`src/rtl/pio_irq_event_master.sv`:
```
`timescale 1ns/1ps
// pio_irq_event_master
// Avalon-MM initiator that services a 16-bit interrupt-capable input PIO.
// On irq it reads the PIO data register, turns the armed bits that fired into
// an event, and disarms those bits in the PIO mask so that a held level cannot
// retrigger. Events are queued in a small first-word-fall-through FIFO and
// presented on a valid/ready stream. Consumers re-arm bits with a pulse.
//
// Optional feature: define PIO_EVT_TIMESTAMP_EN to stamp each event with a
// 16-bit free-running cycle count in ev_data[31:16]. When it is undefined,
// no counter exists and ev_data[31:16] is always zero.
module pio_irq_event_master #(
   parameter int          DEPTH    = 4,
   parameter logic [15:0] ARM_INIT = 16'h0000
) (
   input  logic        clk,
   input  logic        reset_n,
   output logic [1:0]  avm_address,
   output logic        avm_chipselect,
   output logic        avm_write_n,
   output logic [31:0] avm_writedata,
   input  logic [31:0] avm_readdata,
   input  logic        irq_in,
   input  logic        rearm_valid,
   input  logic [15:0] rearm_mask,
   output logic        ev_valid,
   input  logic        ev_ready,
   output logic [31:0] ev_data,
   output logic [7:0]  ovf_count,
   output logic [15:0] armed
);

   localparam int AW = (DEPTH > 2) ? $clog2(DEPTH) : 1;

   typedef enum logic [1:0] {
      WRMASK = 2'd0,
      IDLE   = 2'd1,
      RDADDR = 2'd2,
      RDCAP  = 2'd3
   } state_t;

   state_t        state_r;
   state_t        state_s;
   logic          started_r;
   logic [15:0]   armed_r;
   logic [15:0]   armed_s;
   logic [15:0]   pending_r;
   logic [15:0]   pending_s;
   logic [15:0]   fired_s;
   logic [15:0]   rearm_bits_s;
   logic          push_s;
   logic [15:0]   stamp_s;

   logic [31:0]   mem_r [DEPTH];
   logic [AW-1:0] wr_ptr_r;
   logic [AW-1:0] rd_ptr_r;
   logic [AW:0]   count_r;
   logic [AW:0]   count_s;
   logic          full_s;
   logic          pop_s;
   logic          accept_s;
   logic          drop_s;
   logic          ev_valid_r;
   logic [7:0]    ovf_r;

   // Upper half of the PIO read data carries nothing of interest.
   logic          unused_s;
   assign unused_s = ^avm_readdata[31:16];

`ifdef PIO_EVT_TIMESTAMP_EN
   logic [15:0] ts_r;

   // Free-running cycle counter used to stamp events; wraps naturally.
   always_ff @(posedge clk or negedge reset_n) begin
      if (!reset_n) begin
         ts_r <= 16'h0000;
      end else begin
         ts_r <= ts_r + 16'h0001;
      end
   end

   assign stamp_s = ts_r;
`else
   assign stamp_s = 16'h0000;
`endif

   // State register plus a flag that holds the FSM in WRMASK for the first cycle after reset.
   always_ff @(posedge clk or negedge reset_n) begin
      if (!reset_n) begin
         state_r   <= WRMASK;
         started_r <= 1'b0;
      end else begin
         state_r   <= state_s;
         started_r <= 1'b1;
      end
   end

   // Next-state decode; a capture with armed bits set produces a push.
   always_comb begin
      state_s = state_r;
      push_s  = 1'b0;
      fired_s = avm_readdata[15:0] & armed_r;
      if (!started_r) begin
         state_s = WRMASK;
      end else begin
         case (state_r)
            WRMASK: begin
               state_s = IDLE;
            end
            IDLE: begin
               if (irq_in) begin
                  state_s = RDADDR;
               end else if (pending_r != 16'h0000) begin
                  state_s = WRMASK;
               end else begin
                  state_s = IDLE;
               end
            end
            RDADDR: begin
               state_s = RDCAP;
            end
            RDCAP: begin
               if (fired_s != 16'h0000) begin
                  push_s  = 1'b1;
                  state_s = WRMASK;
               end else if (pending_r != 16'h0000) begin
                  state_s = WRMASK;
               end else begin
                  state_s = IDLE;
               end
            end
            default: begin
               state_s = WRMASK;
            end
         endcase
      end
   end

   // Armed/pending update: disarm fired bits (a same-cycle re-arm wins),
   // fold pending into armed on entry to WRMASK, keep a coincident re-arm pending.
   always_comb begin
      armed_s   = armed_r;
      pending_s = pending_r;
      if (rearm_valid) begin
         rearm_bits_s = rearm_mask;
      end else begin
         rearm_bits_s = 16'h0000;
      end
      if (push_s) begin
         armed_s = armed_r & ~(fired_s & ~rearm_bits_s);
      end else begin
         armed_s = armed_r;
      end
      if (state_s == WRMASK) begin
         armed_s   = armed_s | pending_r;
         pending_s = rearm_bits_s;
      end else begin
         pending_s = pending_r | rearm_bits_s;
      end
   end

   // Armed mask and pending re-arm registers.
   always_ff @(posedge clk or negedge reset_n) begin
      if (!reset_n) begin
         armed_r   <= ARM_INIT;
         pending_r <= 16'h0000;
      end else begin
         armed_r   <= armed_s;
         pending_r <= pending_s;
      end
   end

   // Bus outputs registered from the next state so they line up with the state they belong to.
   always_ff @(posedge clk or negedge reset_n) begin
      if (!reset_n) begin
         avm_chipselect <= 1'b0;
         avm_write_n    <= 1'b1;
         avm_address    <= 2'd0;
         avm_writedata  <= 32'h0000_0000;
      end else begin
         case (state_s)
            WRMASK: begin
               avm_chipselect <= 1'b1;
               avm_write_n    <= 1'b0;
               avm_address    <= 2'd2;
               avm_writedata  <= {16'h0000, armed_s};
            end
            RDADDR: begin
               avm_chipselect <= 1'b1;
               avm_write_n    <= 1'b1;
               avm_address    <= 2'd0;
               avm_writedata  <= 32'h0000_0000;
            end
            IDLE, RDCAP: begin
               avm_chipselect <= 1'b0;
               avm_write_n    <= 1'b1;
               avm_address    <= 2'd0;
               avm_writedata  <= 32'h0000_0000;
            end
            default: begin
               avm_chipselect <= 1'b0;
               avm_write_n    <= 1'b1;
               avm_address    <= 2'd0;
               avm_writedata  <= 32'h0000_0000;
            end
         endcase
      end
   end

   // FIFO control: a push on full is still accepted when the head leaves in the same cycle.
   always_comb begin
      full_s   = (count_r == (AW+1)'(DEPTH));
      pop_s    = ev_ready && (count_r != '0);
      accept_s = push_s && (!full_s || pop_s);
      drop_s   = push_s && full_s && !pop_s;
      case ({accept_s, pop_s})
         2'b10:   count_s = count_r + (AW+1)'(1);
         2'b01:   count_s = count_r - (AW+1)'(1);
         default: count_s = count_r;
      endcase
   end

   // FIFO storage, pointers, occupancy and valid flag.
   always_ff @(posedge clk or negedge reset_n) begin
      if (!reset_n) begin
         for (int i = 0; i < DEPTH; i++) begin
            mem_r[i] <= 32'h0000_0000;
         end
         wr_ptr_r   <= '0;
         rd_ptr_r   <= '0;
         count_r    <= '0;
         ev_valid_r <= 1'b0;
      end else begin
         if (accept_s) begin
            mem_r[wr_ptr_r] <= {stamp_s, fired_s};
            wr_ptr_r        <= wr_ptr_r + AW'(1);
         end else begin
            wr_ptr_r <= wr_ptr_r;
         end
         if (pop_s) begin
            rd_ptr_r <= rd_ptr_r + AW'(1);
         end else begin
            rd_ptr_r <= rd_ptr_r;
         end
         count_r    <= count_s;
         ev_valid_r <= (count_s != '0);
      end
   end

   // Saturating count of events lost to a full FIFO.
   always_ff @(posedge clk or negedge reset_n) begin
      if (!reset_n) begin
         ovf_r <= 8'h00;
      end else if (drop_s && (ovf_r != 8'hFF)) begin
         ovf_r <= ovf_r + 8'h01;
      end else begin
         ovf_r <= ovf_r;
      end
   end

   assign ev_valid  = ev_valid_r;
   assign ev_data   = mem_r[rd_ptr_r];
   assign ovf_count = ovf_r;
   assign armed     = armed_r;

endmodule

```
`config.mk`:
```
export PLATFORM = sky130hd
export DESIGN_NAME = pio_irq_event_master
export DESIGN_NICKNAME = d
export VERILOG_FILES = /design/src/rtl/pio_irq_event_master.sv
export SDC_FILE = /design/constraint.sdc
export NUM_CORES = 1
export LEC_CHECK = 0
export CAP_MARGIN = 25
export CORE_AREA = 2 2 116 118
export DETAILED_ROUTE_END_ITERATION = 10
export DIE_AREA = 0 0 118 120
export GPL_ROUTABILITY_DRIVEN = 0
export PLACE_DENSITY = 0.82
export SYNTH_ARGS = -nofsm -noshare
export SYNTH_HDL_FRONTEND = slang
export SYNTH_SLANG_ARGS = --single-unit
```
`constraint.sdc`:
```
create_clock -name clk -period 3.6 [get_ports clk]
set_input_delay 0.54 -clock clk [delete_from_list [all_inputs] [get_ports clk]]
set_output_delay 0.54 -clock clk [all_outputs]
set_load 0.1 [all_outputs]
```
==> flow_metrics.env, run 1 <==
export IMPL_maxCapViolations=0
export IMPL_yosys_area_top_type="dfrtp_1"
export IMPL_fillCellCount=993
export IMPL_core_um2=13000
export IMPL_cp_start_kind="primary input"
export IMPL_cp_startpoint="avm_readdata[2]"
export IMPL_power_total_mw=5.47
export IMPL_yosys_warnings=0
export IMPL_endpoint="ev_valid"
export IMPL_pwr_density_cell_nw_per_um2=699
export IMPL_synth_top_area_share_pct=52.7
export IMPL_power_frac_comb_pct=33.5
export IMPL_critPathKind="primary input to flip-flop"
export IMPL_wl_mm=14.6
export IMPL_hold_viol=0
export IMPL_post_route_util_pct=60.3
export IMPL_start_util_pct=48.6
export IMPL_ctsLongestPathBuffers=2
export IMPL_io_pins=146
export IMPL_synth_seq_cells=134
export IMPL_hpwl_mm=9.90
export IMPL_tns_ns=0
export IMPL_min_period_ns=3.21
export IMPL_p_int_mw=3.42
export IMPL_num_vias=4202
export IMPL_area_delta_synth_final_pct=24.0
export IMPL_wl_per_cell_um=18.6
export IMPL_layout_drive_gt1_share_pct=25.7
export IMPL_crit_arrival_ns=3.48
export IMPL_ys_types=46
export IMPL_io_buffers=96
export IMPL_clock_latency_ns=0.41
export IMPL_synth_commonest_cells="dfrtp_1 (133), nand2_1 (43), o21ai_0 (43)"
export IMPL_cts_setup_buffers=0
export IMPL_status="finished, final reports clean"
export IMPL_die_y_um=120
export IMPL_min_period_over_period_pct=89.2
export IMPL_cts_repair_resized=0
export IMPL_holdBufCountCts=0
export IMPL_synth_seq_area_share_pct=53.2
export IMPL_end_kind="flip-flop"
export IMPL_syn_avg_cell_area_um2=12.8
export IMPL_rr_worst_depth=9
export IMPL_die_x_um=118
export IMPL_ys_flop_type="dfrtp_1"
export IMPL_viasPerCell=5.35
export IMPL_required_ns=3.87
export IMPL_grt_pass1_wl_mm=23.7
export IMPL_htree_levels=4
export IMPL_cts_buffers=17
export IMPL_r2r_end="ev_valid"
export IMPL_critPathTopFamily="simple AND/OR/NAND/NOR gates"
export IMPL_rr_startpoint="armed[10]"
export IMPL_path_cells="clkdlybuf4s50_1 -> and2_2 -> or4_4 -> o31a_2 -> a21oi_1 -> fa_1 -> xor2_1 -> or4_2 -> o21ai_0 -> a32oi_1"
export IMPL_netSwitchingPower_mw=2.05
export IMPL_worst_slew_pin_transition_ns=1.04
export IMPL_crit_buf_inv=1
export IMPL_skew_ns=0.00913
export IMPL_cp_num_cells=10
export IMPL_netlist_area_um2=6310
export IMPL_antenna_left=0
export IMPL_antenna_found_initial=0
export IMPL_synth_most_common_cell="dfrtp_1"
export IMPL_slew_viol_final=0
export IMPL_setup_viol_count_final=0
export IMPL_dr_pass1_iters=4
export IMPL_rsz0062_at_grt="false"
export IMPL_placementRows=42
export IMPL_nets=656
export IMPL_leakage_nw=3.57
export IMPL_synth_edf_count=0
export IMPL_grt_max_degree=71
export IMPL_async_reset_ff_share_pct=100
export IMPL_crit_fanout=5
export IMPL_cts_sinks=134
export IMPL_cts_tree="done"
export IMPL_drc=0
export IMPL_hold_path_class="primary input to asynchronous set/reset pin"
export IMPL_grt_overflow=0
export IMPL_reg2reg_slack_ns=0.55
export IMPL_sw_frac_of_total_pct=37.4
export IMPL_crit_slowest_cell="or4_4"
export IMPL_p_clk_share_pct=31.2
export IMPL_ir_drop_mv=0.440
export IMPL_yosys_top_cells_area="dfrtp_1 (53%), mux2_4 (9.5%), mux4_2 (5.7%)"
export IMPL_synthCells=493
export IMPL_seq_power_share_pct=35.3
export IMPL_cts_clk_slew_worst_paths_ns=0.06
export IMPL_critPathMaxStageDelay_ns=0.54
export IMPL_num_antenna_cells=0
export IMPL_max_clock_freq_ghz=0.311
export IMPL_fp_dieArea_um2=14200
export IMPL_grt_pass1_vias=4518
export IMPL_slew_headroom_pct=30.2
export IMPL_grt_use_total_pct=21.6
export IMPL_drt_iter0_drc=249
export IMPL_cts_root_buffer="clkbuf_16"
[layout make-up]
class	count	area, µm²	share of cell area, %
clock inverters	7	93.8	1.20
repair buffers	106	1010	12.9
well taps	176	220	2.81
inverters	22	82.6	1.06
multi-input cells	316	2570	32.9
flip-flops and latches	134	3350	42.9
clock buffers	25	495	6.33
[layer usage]
metal / part of all wire, % / vias to the layer above / global-route usage (%)
met5: 0 / - / 0
met4: 1.2 / 0 / 6.40
met3: 6.0 / 12 / 6.70
met2: 50 / 158 / 36.8
met1: 42 / 2170 / 26.6
li1: - / 1862 / -
[worst min path at each step]
| stage | from | to | slack, ns | cells past startpoint |
|---|---|---|---|---|
| CTS | reset_n | mem_r[12] | 0.25 | 1 |
| floorplan | reset_n | armed[0] | 0.24 | 0 |
| global route | reset_n | mem_r[76] | 0.31 | 1 |
| finish | reset_n | mem_r[12] | 0.25 | 1 |
| detailed placement | ovf_count[7] | ovf_count[7] | 0.49 | 1 |
| global placement | ovf_count[6] | ovf_count[6] | 0.48 | 1 |
[kinds of logic after synthesis]
kind of cell    share of synthesized area, %
fa+ha+maj                               1.31
simple gates                            8.29
other cells                            0.119
buf+inv                                 7.97
flops                                   53.2
xor+xnor                                1.80
compound gates                          6.98
mux                                     20.4
[stage by stage]
| step | instances | hold WS, ns | cell area [µm²] | setup WS [ns] |
|---|---|---|---|---|
| finish | 786 | 0.249 | 7830 | 0.388 |
| global route | 786 | 0.307 | 7830 | 0.257 |
| CTS | 786 | 0.255 | 7830 | 0.408 |
| detailed placement | 754 | 0.493 | 7240 | 0.00695 |
| global placement | 754 | 0.482 | 7240 | 0.0578 |
| floorplan | 525 | 0.244 | 6430 | 0.200 |
[placed cells by master, fill, tap and decap left out, drive strengths merged, types with 16 or more instances in the layout]
master / netlist / layout
clkdlybuf4s50: 0 / 79
buf: 44 / 27
a21oi: 18 / 18
clkbuf: 9 / 25
nand2: 43 / 43
conb: 2 / 34
mux4: 16 / 16
and2: 18 / 18
mux2: 67 / 67
inv: 22 / 22
o21ai: 52 / 52
dfrtp: 133 / 133
[worst register-to-register path, delay by kind of cell (launching register included)]
kind,cells,cell delay (ns)
AO/OA/AOI/OAI,4,0.82
XOR/XNOR,1,0.09
adder cells (fa/ha/maj),1,0.30
flip-flops,1,0.41
AND/OR/NAND/NOR,3,1.29
[flip-flops by register name (all words and copies together) (netlist names), 3 cells and up]
signal         flops
count_r            3
ovf_count          8
avm_writedata     16
armed             16
mem_r             64
pending_r         16
[power groups by stage]
stage / Combinational, mW / Sequential, mW / Clock, mW
after global placement: 1.80 / 1.93 / 0
after global routing: 1.92 / 1.96 / 1.79
final: 1.83 / 1.93 / 1.70
after detailed placement: 1.83 / 1.95 / 0
after floorplan: 1.29 / 2.09 / 0
after CTS: 1.85 / 1.93 / 1.72
Note: power is estimated with default switching activity, not from simulation.
==> run 2, diff against run 1 <==
--- a/config.mk
+++ b/config.mk
@@ -6,11 +6,12 @@
 export NUM_CORES = 1
 export LEC_CHECK = 0
 export CAP_MARGIN = 25
-export CORE_AREA = 2 2 116 118
+export CORE_AREA = 2 2 112 114
 export DETAILED_ROUTE_END_ITERATION = 10
-export DIE_AREA = 0 0 118 120
+export DIE_AREA = 0 0 114 116
 export GPL_ROUTABILITY_DRIVEN = 0
-export PLACE_DENSITY = 0.82
+export PLACE_DENSITY = 0.87
 export SYNTH_ARGS = -nofsm -noshare
 export SYNTH_HDL_FRONTEND = slang
 export SYNTH_SLANG_ARGS = --single-unit
+export TNS_END_PERCENT = 1
==> constraint.sdc (replaced) <==
create_clock -name clk -period 3.8 [get_ports clk]
set_input_delay 0.57 -clock clk [delete_from_list [all_inputs] [get_ports clk]]
set_output_delay 0.57 -clock clk [all_outputs]
set_load 0.1 [all_outputs]
==> run 2 against run 1 <==
Net effect:
- clock skew decreased by 0.0016 ns
- combinational power down 7%
- sequential power decreased by 4%
- register-to-register slack improved by 0.15 ns
- non-clock buffer count down 2
- count of clock-buffer cells in the layout down 8
- die area fell by 6.6%
- clock power fell by 2%
- critical path depth unchanged
- sequential cell count did not move
- largest cell class unchanged
- largest power group unchanged
- highest routed layer unchanged
==> flow_metrics.env, run 2 (same netlist as run 1, synthesis figures left out) <==
export IMPL_status="finished, final reports clean"
export IMPL_dp_cells=720
export IMPL_placementRows=40
export IMPL_largest_reg_flops=64
export IMPL_grt_use_total_pct=23.5
export IMPL_rr_startpoint="armed[2]"
export IMPL_hold_viol=0
export IMPL_grt_pass1_vias=4501
export IMPL_cts_tree="done"
export IMPL_min_period_ns=3.30
export IMPL_cts_sinks=134
export IMPL_hold_path_class="primary input to asynchronous set/reset pin"
export IMPL_setup_viol_count_final=0
export IMPL_maxCapViolations=0
export IMPL_max_clock_freq_ghz=0.303
export IMPL_antenna_left=0
export IMPL_htree_levels=4
export IMPL_drt_iter0_drc=266
export IMPL_reg2reg_slack_ns=0.70
export IMPL_die_y_um=116
export IMPL_cts_buffers=17
export IMPL_final_common_cell="dfrtp_1"
export IMPL_cp_start_kind="primary input"
export IMPL_final_cells=755
export IMPL_layout_drive_gt1_share_pct=26.2
export IMPL_grt_max_degree=64
export IMPL_cts_root_buffer="clkbuf_16"
export IMPL_min_period_over_period_pct=86.7
export IMPL_power_total_mw=5.23
export IMPL_slew_headroom_pct=30.3
export IMPL_top_register="mem_r"
export IMPL_pwr_density_cell_nw_per_um2=668
export IMPL_dpl_cell_area_um2=7150
export IMPL_holdBufCountCts=0
export IMPL_fp_dieArea_um2=13200
export IMPL_rsz0062_at_grt="false"
export IMPL_die_x_um=114
export IMPL_core_um2=11900
export IMPL_cts_repair_resized=0
export IMPL_hpwl_mm=9.98
export IMPL_rr_worst_depth=9
export IMPL_nets=654
export IMPL_ir_drop_mv=0.333
export IMPL_cts_clk_slew_worst_paths_ns=0.06
export IMPL_crit_fanout=5
export IMPL_slew_viol_final=0
export IMPL_dr_pass1_iters=5
export IMPL_final_cell_mix="dfrtp_1 (133), clkdlybuf4s50_1 (79), nand2_1 (43), o21ai_0 (43), mux2_4 (40)"
export IMPL_leakage_nw=3.58
export IMPL_stdcell_area_um2=7820
export IMPL_io_buffers=96
export IMPL_r2r_end="ev_valid"
export IMPL_wl_per_cell_um=19.7
export IMPL_wl_mm=14.8
export IMPL_worst_slew_pin_transition_ns=1.04
export IMPL_num_vias=4288
export IMPL_required_ns=4.06
export IMPL_cts_setup_buffers=0
export IMPL_drc=0
export IMPL_critPathKind="primary input to flip-flop"
export IMPL_num_antenna_cells=0
export IMPL_grt_overflow=0
export IMPL_fillCellCount=837
export IMPL_viasPerCell=5.68
export IMPL_crit_arrival_ns=3.55
export IMPL_clock_latency_ns=0.41
export IMPL_ctsLongestPathBuffers=2
export IMPL_io_pins=146
export IMPL_antenna_found_initial=0
export IMPL_start_util_pct=53.0
export IMPL_area_delta_synth_final_pct=24.0
export IMPL_grt_pass1_wl_mm=23.7
export IMPL_end_kind="flip-flop"
export IMPL_tns_ns=0
export IMPL_post_route_util_pct=65.7
export IMPL_skew_ns=0.00749
run 2: cell count changes in the layout (fill, tap and decap cells not counted), sizes merged:
cell and change:
clkbuf -8, inv +2, clkinv +6, bufinv +1, clkinvlp -1, buf -2
run 2: layer usage:
metal | GRT usage (%) | wire length, µm | up-vias
li1 | - | - | 1851
met5 | 0 | 0 | -
met3 | 6.43 | 984 | 37
met1 | 30.4 | 6070 | 2195
met2 | 38.8 | 7460 | 205
met4 | 8.29 | 341 | 0
run 2: metrics by stage:
step / hold slack [ns] / setup WS, ns
CTS: 0.263 / 0.538
finish: 0.246 / 0.505
detailed placement: 0.492 / 0.138
global route: 0.308 / 0.414
global placement: 0.481 / 0.178
floorplan: 0.274 / 0.400
run 2: cell type report:
type | instances | area [µm²] | share of cell area (%)
timing repair buffer | 104 | 1030 | 13.1
sequential | 134 | 3350 | 42.9
clock buffer | 17 | 425 | 5.44
inverter | 22 | 82.6 | 1.06
tap | 147 | 184 | 2.35
multi-input combinational | 316 | 2570 | 32.9
clock inverter | 15 | 179 | 2.29
run 2: where the power goes:
group	internal, mW	total, mW	leakage (nW)	switching, mW
sequential	1.64	1.86	1.67	0.218
clock	1.03	1.66	0.297	0.625
combinational	0.563	1.71	1.61	1.14
total	3.24	5.23	3.58	1.99
run 2: critical path: stages:
cell             delay [ns]
clkdlybuf4s50_1        0.45
and2_2                 0.24
or4_4                  0.54
o31a_2                 0.36
a21oi_1                0.26
fa_1                   0.29
xor2_1                 0.10
or4_2                  0.53
o21ai_0                0.10
a32oi_1                0.11
run 2: how the worst max path moves through the flow:
stage,startpoint,to,slack (ns),cells past startpoint
detailed placement,avm_readdata[2],ev_valid,0.14,10
global route,avm_readdata[2],ev_valid,0.41,10
finish,avm_readdata[2],ev_valid,0.50,10
global placement,avm_readdata[2],ev_valid,0.18,10
floorplan,armed[7],ev_valid,0.40,9
CTS,avm_readdata[2],ev_valid,0.54,10
==> run 3, diff against run 2 <==
--- a/config.mk
+++ b/config.mk
@@ -5,6 +5,7 @@
 export SDC_FILE = /design/constraint.sdc
 export NUM_CORES = 1
 export LEC_CHECK = 0
+export ABC_AREA = 0
 export CAP_MARGIN = 25
 export CORE_AREA = 2 2 112 114
 export DETAILED_ROUTE_END_ITERATION = 10
==> results of run 3 <==
Same layout as run 2: the final DEF is identical, and so are final timing and power.
